==> config.mk <==
export PLATFORM = sky130hd
export DESIGN_NAME = div255_sched_flat
export DESIGN_NICKNAME = d
export VERILOG_FILES = /design/src/rtl/div255_sched_if.sv /design/src/rtl/div255_sched.sv /design/src/flat_wrapper.sv
export SDC_FILE = /design/constraint.sdc
export NUM_CORES = 1
export LEC_CHECK = 0
export ABC_AREA = 1
export BUFFER_PORTS_ARGS = -buffer_cell sky130_fd_sc_hd__buf_2
export CORE_ASPECT_RATIO = 0.8
export CORE_UTILIZATION = 25
export DETAILED_ROUTE_END_ITERATION = 6
export GPL_TIMING_DRIVEN = 0
export HOLD_SLACK_MARGIN = 0.05
export PLACE_DENSITY_LB_ADDON = 0.05
export SYNTH_ARGS = -nofsm -noshare
export SYNTH_HDL_FRONTEND = slang
export SYNTH_SLANG_ARGS = --single-unit
==> constraint.sdc <==
create_clock -name clk -period 2.48 [get_ports clk]
set_input_delay 0.248 -clock clk [delete_from_list [all_inputs] [get_ports clk]]
set_output_delay 0.248 -clock clk [all_outputs]
set_load 0.01 [all_outputs]
==> src/rtl/div255_sched_if.sv <==
// Request/response bundle for div255_sched. master = requesters plus result consumer, slave = scheduler.
// Define DIV255_EXACT_EN to add the rsp_exact signal.
interface div255_sched_if #(
  parameter int unsigned NUM_REQ = 4
);
  localparam int unsigned ID_W = $clog2(NUM_REQ);

  logic [NUM_REQ-1:0]    req_valid;
  logic [32*NUM_REQ-1:0] req_data;
  logic [NUM_REQ-1:0]    req_ready;
  logic                  rsp_valid;
  logic                  rsp_ready;
  logic [31:0]           rsp_data;
  logic [ID_W-1:0]       rsp_id;
`ifdef DIV255_EXACT_EN
  logic                  rsp_exact;

  modport master (
    output req_valid, req_data, rsp_ready,
    input  req_ready, rsp_valid, rsp_data, rsp_id, rsp_exact
  );

  modport slave (
    input  req_valid, req_data, rsp_ready,
    output req_ready, rsp_valid, rsp_data, rsp_id, rsp_exact
  );
`else
  modport master (
    output req_valid, req_data, rsp_ready,
    input  req_ready, rsp_valid, rsp_data, rsp_id
  );

  modport slave (
    input  req_valid, req_data, rsp_ready,
    output req_ready, rsp_valid, rsp_data, rsp_id
  );
`endif
endinterface

==> src/rtl/div255_sched.sv <==
// Round-robin scheduler sharing one byte-serial divide-by-255 engine among NUM_REQ requesters.
// Define DIV255_EXACT_EN to add rsp_exact (set when the operand was an exact multiple of 255).
module div255_sched #(
  parameter int unsigned NUM_REQ = 4
) (
  input  logic          clk,
  input  logic          rst,
  div255_sched_if.slave bus,
  output logic          busy
);
  localparam int unsigned ID_W = $clog2(NUM_REQ);
  localparam int unsigned CW   = ID_W + 1;

  typedef enum logic [1:0] {StIdle, StStep, StDone} state_e;

  state_e            state_q;
  logic [ID_W-1:0]   rr_ptr_q;
  logic [ID_W-1:0]   cur_id_q;
  logic [ID_W-1:0]   rsp_id_q;
  logic [1:0]        cnt_q;
  logic [31:0]       x_q;
  logic [31:0]       y_q;
  logic [31:0]       rsp_data_q;
  logic              borrow_q;
  logic              rsp_valid_q;
  logic              busy_q;
`ifdef DIV255_EXACT_EN
  logic              exact_q;
`endif

  logic              gnt_found;
  logic [ID_W-1:0]   gnt_idx;
  logic [ID_W-1:0]   rr_next;
  logic [31:0]       gnt_data;
  logic [NUM_REQ-1:0] req_ready;
  logic [CW-1:0]     cand;
  logic [ID_W-1:0]   cand_id;
  logic [8:0]        diff;
  logic [31:0]       y_next;

  // First valid requester at or after rr_ptr, wrapping at NUM_REQ-1.
  always_comb begin
    gnt_found = 1'b0;
    gnt_idx   = '0;
    cand      = '0;
    cand_id   = '0;
    for (int unsigned i = 0; i < NUM_REQ; i++) begin
      cand = {1'b0, rr_ptr_q} + CW'(i);
      if (cand >= CW'(NUM_REQ)) begin
        cand = cand - CW'(NUM_REQ);
      end
      cand_id = cand[ID_W-1:0];
      if (!gnt_found && bus.req_valid[cand_id]) begin
        gnt_found = 1'b1;
        gnt_idx   = cand_id;
      end
    end
  end

  always_comb begin
    gnt_data  = '0;
    req_ready = '0;
    for (int unsigned i = 0; i < NUM_REQ; i++) begin
      if (gnt_idx == ID_W'(i)) begin
        gnt_data     = bus.req_data[32*i +: 32];
        req_ready[i] = (state_q == StIdle) && gnt_found && !rst;
      end
    end
  end

  assign rr_next = (gnt_idx == ID_W'(NUM_REQ - 1)) ? '0 : gnt_idx + ID_W'(1);

  // y_k = y_{k-1} - x_k - borrow; the previous result byte sits in the top of y_q.
  assign diff   = {1'b0, y_q[31:24]} - {1'b0, x_q[7:0]} - {8'h00, borrow_q};
  assign y_next = {diff[7:0], y_q[31:8]};

  always_ff @(posedge clk) begin
    if (rst) begin
      state_q     <= StIdle;
      rr_ptr_q    <= '0;
      cur_id_q    <= '0;
      rsp_id_q    <= '0;
      cnt_q       <= '0;
      x_q         <= '0;
      y_q         <= '0;
      rsp_data_q  <= '0;
      borrow_q    <= 1'b0;
      rsp_valid_q <= 1'b0;
      busy_q      <= 1'b0;
`ifdef DIV255_EXACT_EN
      exact_q     <= 1'b0;
`endif
    end else begin
      unique case (state_q)
        StIdle: begin
          if (gnt_found) begin
            x_q      <= gnt_data;
            cur_id_q <= gnt_idx;
            y_q      <= '0;
            borrow_q <= 1'b0;
            cnt_q    <= '0;
            rr_ptr_q <= rr_next;
            busy_q   <= 1'b1;
            state_q  <= StStep;
          end
        end
        StStep: begin
          x_q      <= {8'h00, x_q[31:8]};
          y_q      <= y_next;
          borrow_q <= diff[8];
          cnt_q    <= cnt_q + 2'd1;
          if (cnt_q == 2'd3) begin
            rsp_data_q  <= y_next;
            rsp_id_q    <= cur_id_q;
            rsp_valid_q <= 1'b1;
`ifdef DIV255_EXACT_EN
            exact_q     <= (y_next <= 32'h0101_0101);
`endif
            state_q     <= StDone;
          end
        end
        StDone: begin
          if (bus.rsp_ready) begin
            rsp_valid_q <= 1'b0;
            busy_q      <= 1'b0;
            state_q     <= StIdle;
          end
        end
        default: state_q <= StIdle;
      endcase
    end
  end

  assign bus.req_ready = req_ready;
  assign bus.rsp_valid = rsp_valid_q;
  assign bus.rsp_data  = rsp_data_q;
  assign bus.rsp_id    = rsp_id_q;
  assign busy          = busy_q;
`ifdef DIV255_EXACT_EN
  assign bus.rsp_exact = exact_q;
`endif

endmodule

==> src/flat_wrapper.sv <==
// flat-port wrapper written by rule: the top's interface ports become plain ports
module div255_sched_flat 
#(
  parameter int unsigned NUM_REQ = 4
)
  (clk, rst, busy, bus_req_valid, bus_req_data, bus_rsp_ready, bus_req_ready, bus_rsp_valid, bus_rsp_data, bus_rsp_id);
  div255_sched_if #(.NUM_REQ(NUM_REQ)) bus_i ();
  input  logic clk;
  input  logic rst;
  output logic busy;
  input wire logic [$bits(bus_i.req_valid)-1:0] bus_req_valid;
  input wire logic [$bits(bus_i.req_data)-1:0] bus_req_data;
  input wire logic [$bits(bus_i.rsp_ready)-1:0] bus_rsp_ready;
  output wire logic [$bits(bus_i.req_ready)-1:0] bus_req_ready;
  output wire logic [$bits(bus_i.rsp_valid)-1:0] bus_rsp_valid;
  output wire logic [$bits(bus_i.rsp_data)-1:0] bus_rsp_data;
  output wire logic [$bits(bus_i.rsp_id)-1:0] bus_rsp_id;
  assign bus_i.req_valid = bus_req_valid;
  assign bus_i.req_data = bus_req_data;
  assign bus_i.rsp_ready = bus_rsp_ready;
  assign bus_req_ready = bus_i.req_ready;
  assign bus_rsp_valid = bus_i.rsp_valid;
  assign bus_rsp_data = bus_i.rsp_data;
  assign bus_rsp_id = bus_i.rsp_id;
  div255_sched #(.NUM_REQ(NUM_REQ)) u_core (.clk(clk), .rst(rst), .bus(bus_i), .busy(busy));
endmodule
* After elaboration in Yosys (flattened, before gate mapping)
Cells that the tools add are included.
W data, S select, Z words.
** Storage, ports and cells
- Register bits after elaboration :: 109
- Output and inout bits :: 40
** Cells by class
- Add/subtract/negate cells :: 11
- Magnitude comparators :: 8
- Equal/unequal tests :: 9
- Muxes and demuxes :: 46
- Reduce and logical (&&, ||, !) cells :: 20
** Operators with widths (number)
- $mux W32 :: 6
- $pmux W32 S2 :: 2
- $mux W2 :: 13
- $mux W1 :: 16
- $lt A2 B3 Y1 const B :: 4
- $ge A3 B3 Y1 const B :: 3
- $reduce_and A3 Y1 :: 3
- $sub A8 B8 Y9 :: 1
- $sub A9 B1 Y9 :: 1
- $bmux W1 S2 :: 4
- $eq A2 B2 Y1 const B :: 4
- $sub A2 B1 Y2 const B :: 4
- $add A2 B2 Y3 const B :: 2
- $pmux W1 S2 :: 3
- $pmux W2 S3 :: 1
- $reduce_and A2 Y1 :: 3
- $reduce_bool A2 Y1 :: 3
- $logic_and A1 B1 Y1 :: 5
- $add A2 B1 Y2 const B :: 2
- $eq A2 B1 Y1 const B :: 2
- $logic_not A1 Y1 :: 4
- $logic_not A2 Y1 :: 2
- $ne A2 B1 Y1 const B :: 2
- $pmux W2 S2 :: 1
- 3 further kinds :: 3

* Logic depth before layout (Yosys ltp)
Gate-level depths: netlist of run 1.
- Depth after elaboration :: 21
- Mapped depth :: 23
- Depth with buffers taken out :: 21

* Worst setup path after synthesis of run 1
OpenSTA, ideal clock, no wires.
- Path kind :: register -> register
- From :: register u_core.rr_ptr_q[0]
- To :: register u_core.x_q[19]
- Library setup time :: 112 ps
- Arrival :: 2513 ps
- Data required time :: 2368 ps
- Setup slack :: -146 ps
- Stages on the path, launching flop included :: 22
- Path buffers :: 4
- Period minus slack after synthesis :: 2626 ps
- Path through :: dfxtp_1 buf_4 nand2_1 nand3_1 nand2_1 nor2_4 nand3_2 clkbuf_1 inv_1 nor2_1 inv_1 ha_1 clkbuf_1 clkbuf_1 a21oi_1 nand2_1 o211ai_1 nand2_1 nand4_1 nand2_1 inv_1 nand2_1
** On the way
- Word-level cells in the longest chain between the ends :: 21
- Elaborated cells between the ends (all ways) :: 49
- Classes of those cells :: add/sub: 7; order compare: 4; eq/ne: 4; mux: 26; reduce/logical: 8
** Ends and longest elaborated chain
- start: declaration :: line div255_sched.sv:17 : logic [ID_W-1:0] rr_ptr_q;
- start signal: assignment :: line div255_sched.sv:102 : rr_ptr_q <= rr_next;
- parallel branches: the longest is 13 deep, another holds $add A2 B1 Y3
- $mux W2 * :: line div255_sched.sv:53 : if (!gnt_found && bus.req_valid[cand_id]) begin
- via u_core.gnt_idx[0] :: line div255_sched.sv:32 : logic [ID_W-1:0] gnt_idx;
- $logic_not A2 Y1 :: line div255_sched.sv:64 : if (gnt_idx == ID_W'(i)) begin
- $mux W32 (3 in series) :: line div255_sched.sv:64
- $mux W32 * :: line div255_sched.sv:64
- $mux W32 * :: line div255_sched.sv:96 : if (gnt_found) begin
- $pmux W32 S2 * :: line div255_sched.sv:94 : unique case (state_q)
- end signal: assignment :: line div255_sched.sv:97 : x_q <= gnt_data;
- end signal: assignment :: line div255_sched.sv:108 : x_q <= {8'h00, x_q[31:8]};
- end: declaration :: line div255_sched.sv:21 : logic [31:0] x_q;
Mark *: on every way through the listed nets, which the timed path passes. The select of a mux whose other input is x is not followed.
A chain may end at the register's enable or synchronous reset.

* Final worst setup path of run 1
- From :: register u_core.rr_ptr_q[0]
- To :: output port bus_req_ready[3]
** On the way
- Elaborated cells between the ends (all ways) :: 41
- Classes of those cells :: add/sub: 7; order compare: 4; eq/ne: 1; mux: 21; reduce/logical: 8
** RTL lines
- parallel branches: the longest is 13 deep, another holds $add A2 B1 Y3
- $mux W2 * :: line div255_sched.sv:53
- via u_core.gnt_idx[0] :: line div255_sched.sv:32
- $eq A2 B2 Y1 * :: line div255_sched.sv:64
- $mux W1 * :: line div255_sched.sv:64
- end: declaration :: line flat_wrapper.sv:14 : output wire logic [$bits(bus_i.req_ready)-1:0] bus_req_ready;
Marks and branches as above.

==> results of run 1 <==
==> logic make-up after synthesis <==
kind of cell	synth area share
buffers and inverters	0.08895
adder cells (fa/ha/maj)	0.04840
flip-flops	0.3523
XOR/XNOR	0.006105
AND/OR/NAND/NOR	0.3407
AO/OA/AOI/OAI	0.1635
==> area by class of cell <==
type	count	area (um2)
clock inverter	6	75.07
sequential	101	2029
fill	2586	14460
inverter	65	271.5
tap	306	382.9
multi-input combinational	660	3543
timing repair buffer	197	1081
buffer	55	414.1
clock buffer	10	239.0
==> how the worst max path moves through the flow <==
stage                             endpoint  slack (ps)  cells after the start
after floorplan              u_core.x_q[5]         -20                     21
after global placement      u_core.x_q[25]        -920                     18
after detailed placement    u_core.x_q[25]        -920                     20
after CTS                 bus_req_ready[3]        -210                     16
after global routing         u_core.x_q[8]        -390                     23
final                     bus_req_ready[3]        -180                     15
==> cell usage after synthesis, types with 2 or more instances <==
cell type / instances / area [um2]
inv_1: 60 / 225.2
a21oi_1: 112 / 560.5
inv_2: 3 / 11.26
nand3_2: 2 / 20.02
nand2_1: 334 / 1254
xnor2_1: 2 / 17.52
clkbuf_1: 41 / 153.9
o21ai_0: 31 / 155.2
or2_2: 10 / 62.56
fa_1: 2 / 40.04
dfxtp_1: 101 / 2022
o21bai_1: 2 / 15.01
buf_6: 5 / 56.30
nand4_1: 12 / 75.07
a22oi_1: 3 / 22.52
o211ai_1: 16 / 120.1
buf_2: 9 / 45.04
xor2_1: 2 / 17.52
clkinv_1: 2 / 7.510
nor2_4: 2 / 22.52
nand3_1: 76 / 380.4
ha_1: 19 / 237.7
nand2_2: 4 / 25.02
a22o_1: 4 / 35.03
nor2_1: 19 / 71.32
==> layout by cell type, fill, tap and decap left out, types with 11 or more instances in the layout <==
cell type,instances
buf_6,17
dfxtp_1,99
ha_1,15
o21ai_1,13
nand2_1,313
a21oi_1,102
nand3_1,66
o21ai_0,14
clkbuf_1,24
inv_1,52
buf_2,183
buf_4,13
clkbuf_16,12
nand2_4,15
nand4_1,12
nand2_2,11
o211ai_1,16
nor2_1,17
==> state kept, by name (all words and copies together), names as in the netlist <==
register and cells:
u_core.bus.rsp_valid 1, u_core.borrow_q 1, u_core.y_q 24, u_core.busy 1
u_core.cur_id_q 2, u_core.rr_ptr_q 2, u_core.x_q 32, u_core.state_q 2
u_core.cnt_q 2, u_core.bus.rsp_id 2, u_core.bus.rsp_data 32
==> worst max-delay path, cell delays in order (launching register included) <==
cell and delay (ps):
dfxtp_4 370, buf_6 130, nand2_2 80, nand3_2 100, nand2_4 110, inv_2 60, nand3_4 100, clkbuf_16 150
clkinv_8 40, nor2_4 160, ha_4 160, inv_1 60, clkbuf_8 140, clkbuf_16 150, nor2_1 90, buf_2 140
==> power breakdown <==
| part | leakage (nW) | internal, mW | switching (mW) |
|---|---|---|---|
| clock network | 0.152 | 0.830 | 0.686 |
| registers | 0.823 | 1.90 | 0.214 |
| logic | 2.84 | 4.05 | 5.49 |
| total | 3.81 | 6.78 | 6.39 |
==> what timing repair did <==
action | CTS | global route
endpoints found under the setup margin | 36 | 37
gates cloned | 3 | 0
setup buffers | 15 | 5
pin swaps | 28 | 44
gates resized for setup | 95 | 80
==> metal layers <==
layer,part of all wire,GRT usage,vias up
li1,-,-,3293
met3,0.039,0.02988,15
met5,0,0,-
met1,0.51,0.2652,2967
met2,0.44,0.2861,111
met4,0.0073,0.03075,0
==> run metrics, run 1 <==
EDFF count, synth 0; R2R Path End u_core.x_q[8]; # diodes 0; Data arrival, critical path roughly 2400 ps; minimum clock period between 2000 and 3000 ps; RSZ-0062 raised after global routing true; Iter 0 DRT Violations between 300 and 400; Wirelength per Cell 15.22 um; Max Fanout on Critical Path 10; leak pwr approximately 3.8 nW; Yosys reg bits roughly 100; first-pass GRT wire length ~33 mm; core area 0.02250 mm2; Worst Skew 13.41 ps; outcome complete, but fails checks; sequential share of the synthesized area 0.3523; Final GP Congestion slightly above 0.8; synthesis-to-layout area growth 40.03%; clock root cell clkbuf_16; Hold Vio Cnt, Final 0; PortBufs between 150 and 200; hold wc startpoint bus_req_data[120]; hpwl dp roughly 16 mm; Setup TNS -4321 ps; post-route clock period utilization 1.071; WL final between 20 and 25 mm; CTS sink count 101; DRC violations left 0; Setup Viol. Count Final 36; DIE WIDTH between 150 and 200 um; Nets between 1,000 and 1,500; Overflow after GRT 0; Final Worst Setup Slack -175.6 ps; post-synthesis cell area ~0.0057 mm2; Place WS -916.4 ps; vias per std cell around 4.6; first-pass detailed-route iteration total 4; vias in the first global route a little over 6,000; Skew-Pair Late Insertion Delay approximately 350 ps; Cell Pwr Density 1639 mW/mm2; number of max-cap violations 0; Die H about 140 um; Synthesized Nets 1,039; Peak Freq between 0.3 and 0.4 GHz; share of cells above drive strength 1 0.3044; Antenna Nets Post-Route 0; # rows 49; total chip power 13.17 mW; failing checks negative setup slack; Synth Instances between 800 and 900; crit path from u_core.rr_ptr_q[0]; max_slew headroom 0.4356; Synth Flop Type dfxtp_1; Placed Instances approximately 1,400; Top Ports ~180; fraction of registers with async set/reset 0; worst vdd ir between 700 and 800 uV; Max Transition Viols Final 0; reg-to-reg slack, setup -180 ps; final non-filler cell total roughly 1,400; largest net degree at the start of global routing 19; Hold Buf Count CTS 0; Via Count 6,386; Avg Synthesized Cell Area 6.500 um2; Num CTS Buffers 9; Design Area, Final around 0.0080 mm2; actual slew at the worst max-slew pin roughly 840 ps; critical path class flip-flop to output port; Worst Path Required roughly 2200 ps; Worst setup SP type flip-flop; Initial Util 0.2551; Min-Delay Endpoint u_core.x_q[24]; CTS tree done; H-Tree Depth 3; worst reg-to-reg path cell count 23; Hold Path Depth 5; WHS 206.3 ps; Die ar. between 0.02 and 0.025 mm2; initial antenna violation count 0; YS warnings 0; Setup crit end kind output port; Final Core Density 0.3572; hold crit path type input pin to flip-flop; Worst-path clk slew around 70 ps; Netlist cell types 35; worst r2r src u_core.rr_ptr_q[0]; placed cell area 0.007002 mm2; Bufs on Longest Clock Path 2; Tot GR Track Use 0.1830
(Power assumes the default switching activity.)
==> run 2: changes to the inputs <==
CORE_MARGIN = 2   (was unset)
clock period = 2.4 ns   (was 2.48 ns; I/O delays follow)
==> run 2 against run 1 <==
Effect of this change: the run still ends with negative setup slack left; clock power up 11%; cell area up 3.1%; total power up 10%; worst setup slack worse by 190 ps; combinational power up 12%; register-to-register slack worse by 150 ps; sequential share of layout area down 0.79 points; critical endpoint unchanged.
==> run metrics, run 2 (synthesis gave the netlist of run 1 again) <==
clock share of power 0.116 (about the same); max_slew headroom 0.5046 (+0.06909); RSZ-0062 raised after global routing true; Worst Path Required 2160 ps (-70 ps); Hold Buf Count CTS 0 (unchanged); DIE WIDTH 173.4 um (+1.2%); Data arrival, critical path 2530 ps (+120 ps); post-route clock period utilization 1.153; failing checks negative setup slack; internal power 7.666 mW (+13%); CTS sink count 101 (unchanged); final non-filler cell total 1,417 (+1.2%); Placed Instances 1,363 (unchanged); Cell Chain, Critical Path buf_6, buf_6, nand2_4, nand3_4, nand2_4, nor2_4, nand3_4, buf_8, inv_4, nor2_4, buf_4, ha_4, buf_8, inv_6, buf_8, clkbuf_16, nor2_1, buf_2; Final Worst Setup Slack -367.9 ps (-192.3 ps); Initial Util 0.2551 (unchanged); Setup crit end kind output port; most frequent cells in the layout 317 x nand2_1, 183 x buf_2, 99 x dfxtp_1, 95 x a21oi_1, 64 x nand3_1; worst vdd ir 759.3 uV (-4.2%); Wirelength per Cell 15.45 um (+1.6%); CTS tree done; slowest stage cell, crit path dfxtp_2; WP buf/inv 10 (+2); Worst Skew 12.27 ps (-1.141 ps); Switch Pwr 6.870 mW (+7.5%); first-pass GRT wire length 34.02 mm (+3.8%); most common cell after layout, fill and taps aside nand2_1; Nets 1,260 (+1.2%); Cell Pwr Density 1755 mW/mm2 (+7.1%); WL final 21.90 mm (+2.8%); Num CTS Buffers 9 (unchanged); Final Core Density 0.3682 (+0.01101); Combinational Power Share 0.734 (+0.010); outcome complete, but fails checks; synthesis-to-layout area growth 44.34%; Place WS -857.4 ps (+59.03 ps); Setup TNS -9037 ps (-4716 ps); Antenna Nets Post-Route 0 (unchanged); initial antenna violation count 2 (+2); CP top delay family buffers and inverters; Iter 0 DRT Violations 332 (+7.4%); total chip power 14.54 mW (+10%); # rows 49 (unchanged); leak pwr 3.909 nW (+2.6%); first-pass detailed-route iteration total 4 (unchanged); clock root cell clkbuf_16; Bufs on Longest Clock Path 2 (unchanged); DRC violations left 0 (unchanged); biggest cell delay along the critical path 360 ps (about the same); PortBufs 174 (unchanged); Worst-path clk slew 80 ps (about the same); Die H 139.5 um (+1.5%); Worst setup SP type flip-flop; H-Tree Depth 3 (unchanged); Overflow after GRT 0 (unchanged); Hold Vio Cnt, Final 0 (unchanged); switching share of power 0.4726 (-0.01242); share of cells above drive strength 1 0.3255 (+0.02113); core area 0.02250 mm2 (unchanged); Final GP Congestion 0.8104 (+0.48%); Tot GR Track Use 0.1783 (-0.004753); Via Count 6,415 (+0.45%); vias in the first global route 6,279 (+3.2%); Die ar. 0.02419 mm2 (+2.6%); actual slew at the worst max-slew pin 740.3 ps (-103.3 ps); hold crit path type input pin to flip-flop; Setup Viol. Count Final 36 (unchanged); number of max-cap violations 0 (unchanged); minimum clock period 2768 ps; Max Transition Viols Final 0 (unchanged); largest net degree at the start of global routing 20 (+1); Top Ports 175 (unchanged); hpwl dp 16.50 mm (+0.71%); Max Fanout on Critical Path 6 (-4); sequential share of power 0.150 (-0.011); crit-path most repeated cell buf_8; critical path class flip-flop to output port; Skew-Pair Late Insertion Delay 350 ps (about the same); Peak Freq between 0.3 and 0.4 GHz; vias per std cell 4.527 (-0.75%)
run 2: path summary, 6_finish.rpt:
kind / startpoint / to / slack [ps] / cells after the start
hold reg to reg: u_core.x_q[11] / u_core.x_q[11] / 450 / 2
setup / recovery: u_core.rr_ptr_q[0] / bus_req_ready[3] / -370 / 18
setup reg to reg: u_core.rr_ptr_q[0] / u_core.x_q[24] / -330 / 21
hold / removal: bus_rsp_ready / u_core.state_q[1] / 200 / 3
run 2: area by class of cell:
class                   count  area, um2
clock inverters             7      117.6
plain buffers              55      419.2
flip-flops and latches    101       2027
fillers                  2543      14220
well taps                 306      382.9
multi-input cells         660       3563
diodes                      2      5.005
clock buffers               9      225.2
repair buffers            212       1277
inverters                  65      266.5
run 2: per-layer routing:
metal	routed length, um	global-route usage	vias to the layer above
met5	0	0	-
met3	903	0.03388	15
met2	9499	0.2756	112
met4	140	0.02899	0
met1	11350	0.2607	2964
li1	-	-	3324
run 2: power groups by stage:
stage | registers (mW) | clock network (mW) | logic (mW)
finish | 2.18 | 1.69 | 10.7
global route | 2.21 | 1.82 | 11.8
CTS | 2.18 | 1.75 | 9.40
detailed placement | 2.20 | 0 | 7.57
global placement | 2.21 | 0 | 7.61
floorplan | 2.13 | 0 | 5.51
run 2: metrics by stage:
| stage | hold WS, ps | instance area, um2 |
|---|---|---|
| 2_1_floorplan | 402.2 | 5773 |
| 3_3_place_gp | 433.7 | 7027 |
| 3_5_place_dp | 435.0 | 7027 |
| 4_1_cts | 184.8 | 7909 |
| 5_1_grt | 219.3 | 8282 |
| 6_report | 201.3 | 8284 |
run 2: worst register-to-register path, delay by kind of cell, from the launching register on:
kind            cells  cell delay (ps)
compound gates      3              270
fa+ha+maj           1              210
buf+inv             7              870
flops               1              360
simple gates       10              910
run 2: what timing repair did:
action / 4_1_cts / 5_1_grt
gates cloned: 2 / 2
setup buffers: 24 / 12
resized for setup: 106 / 99
endpoints found under the setup margin: 36 / 41
pin swaps: 36 / 46
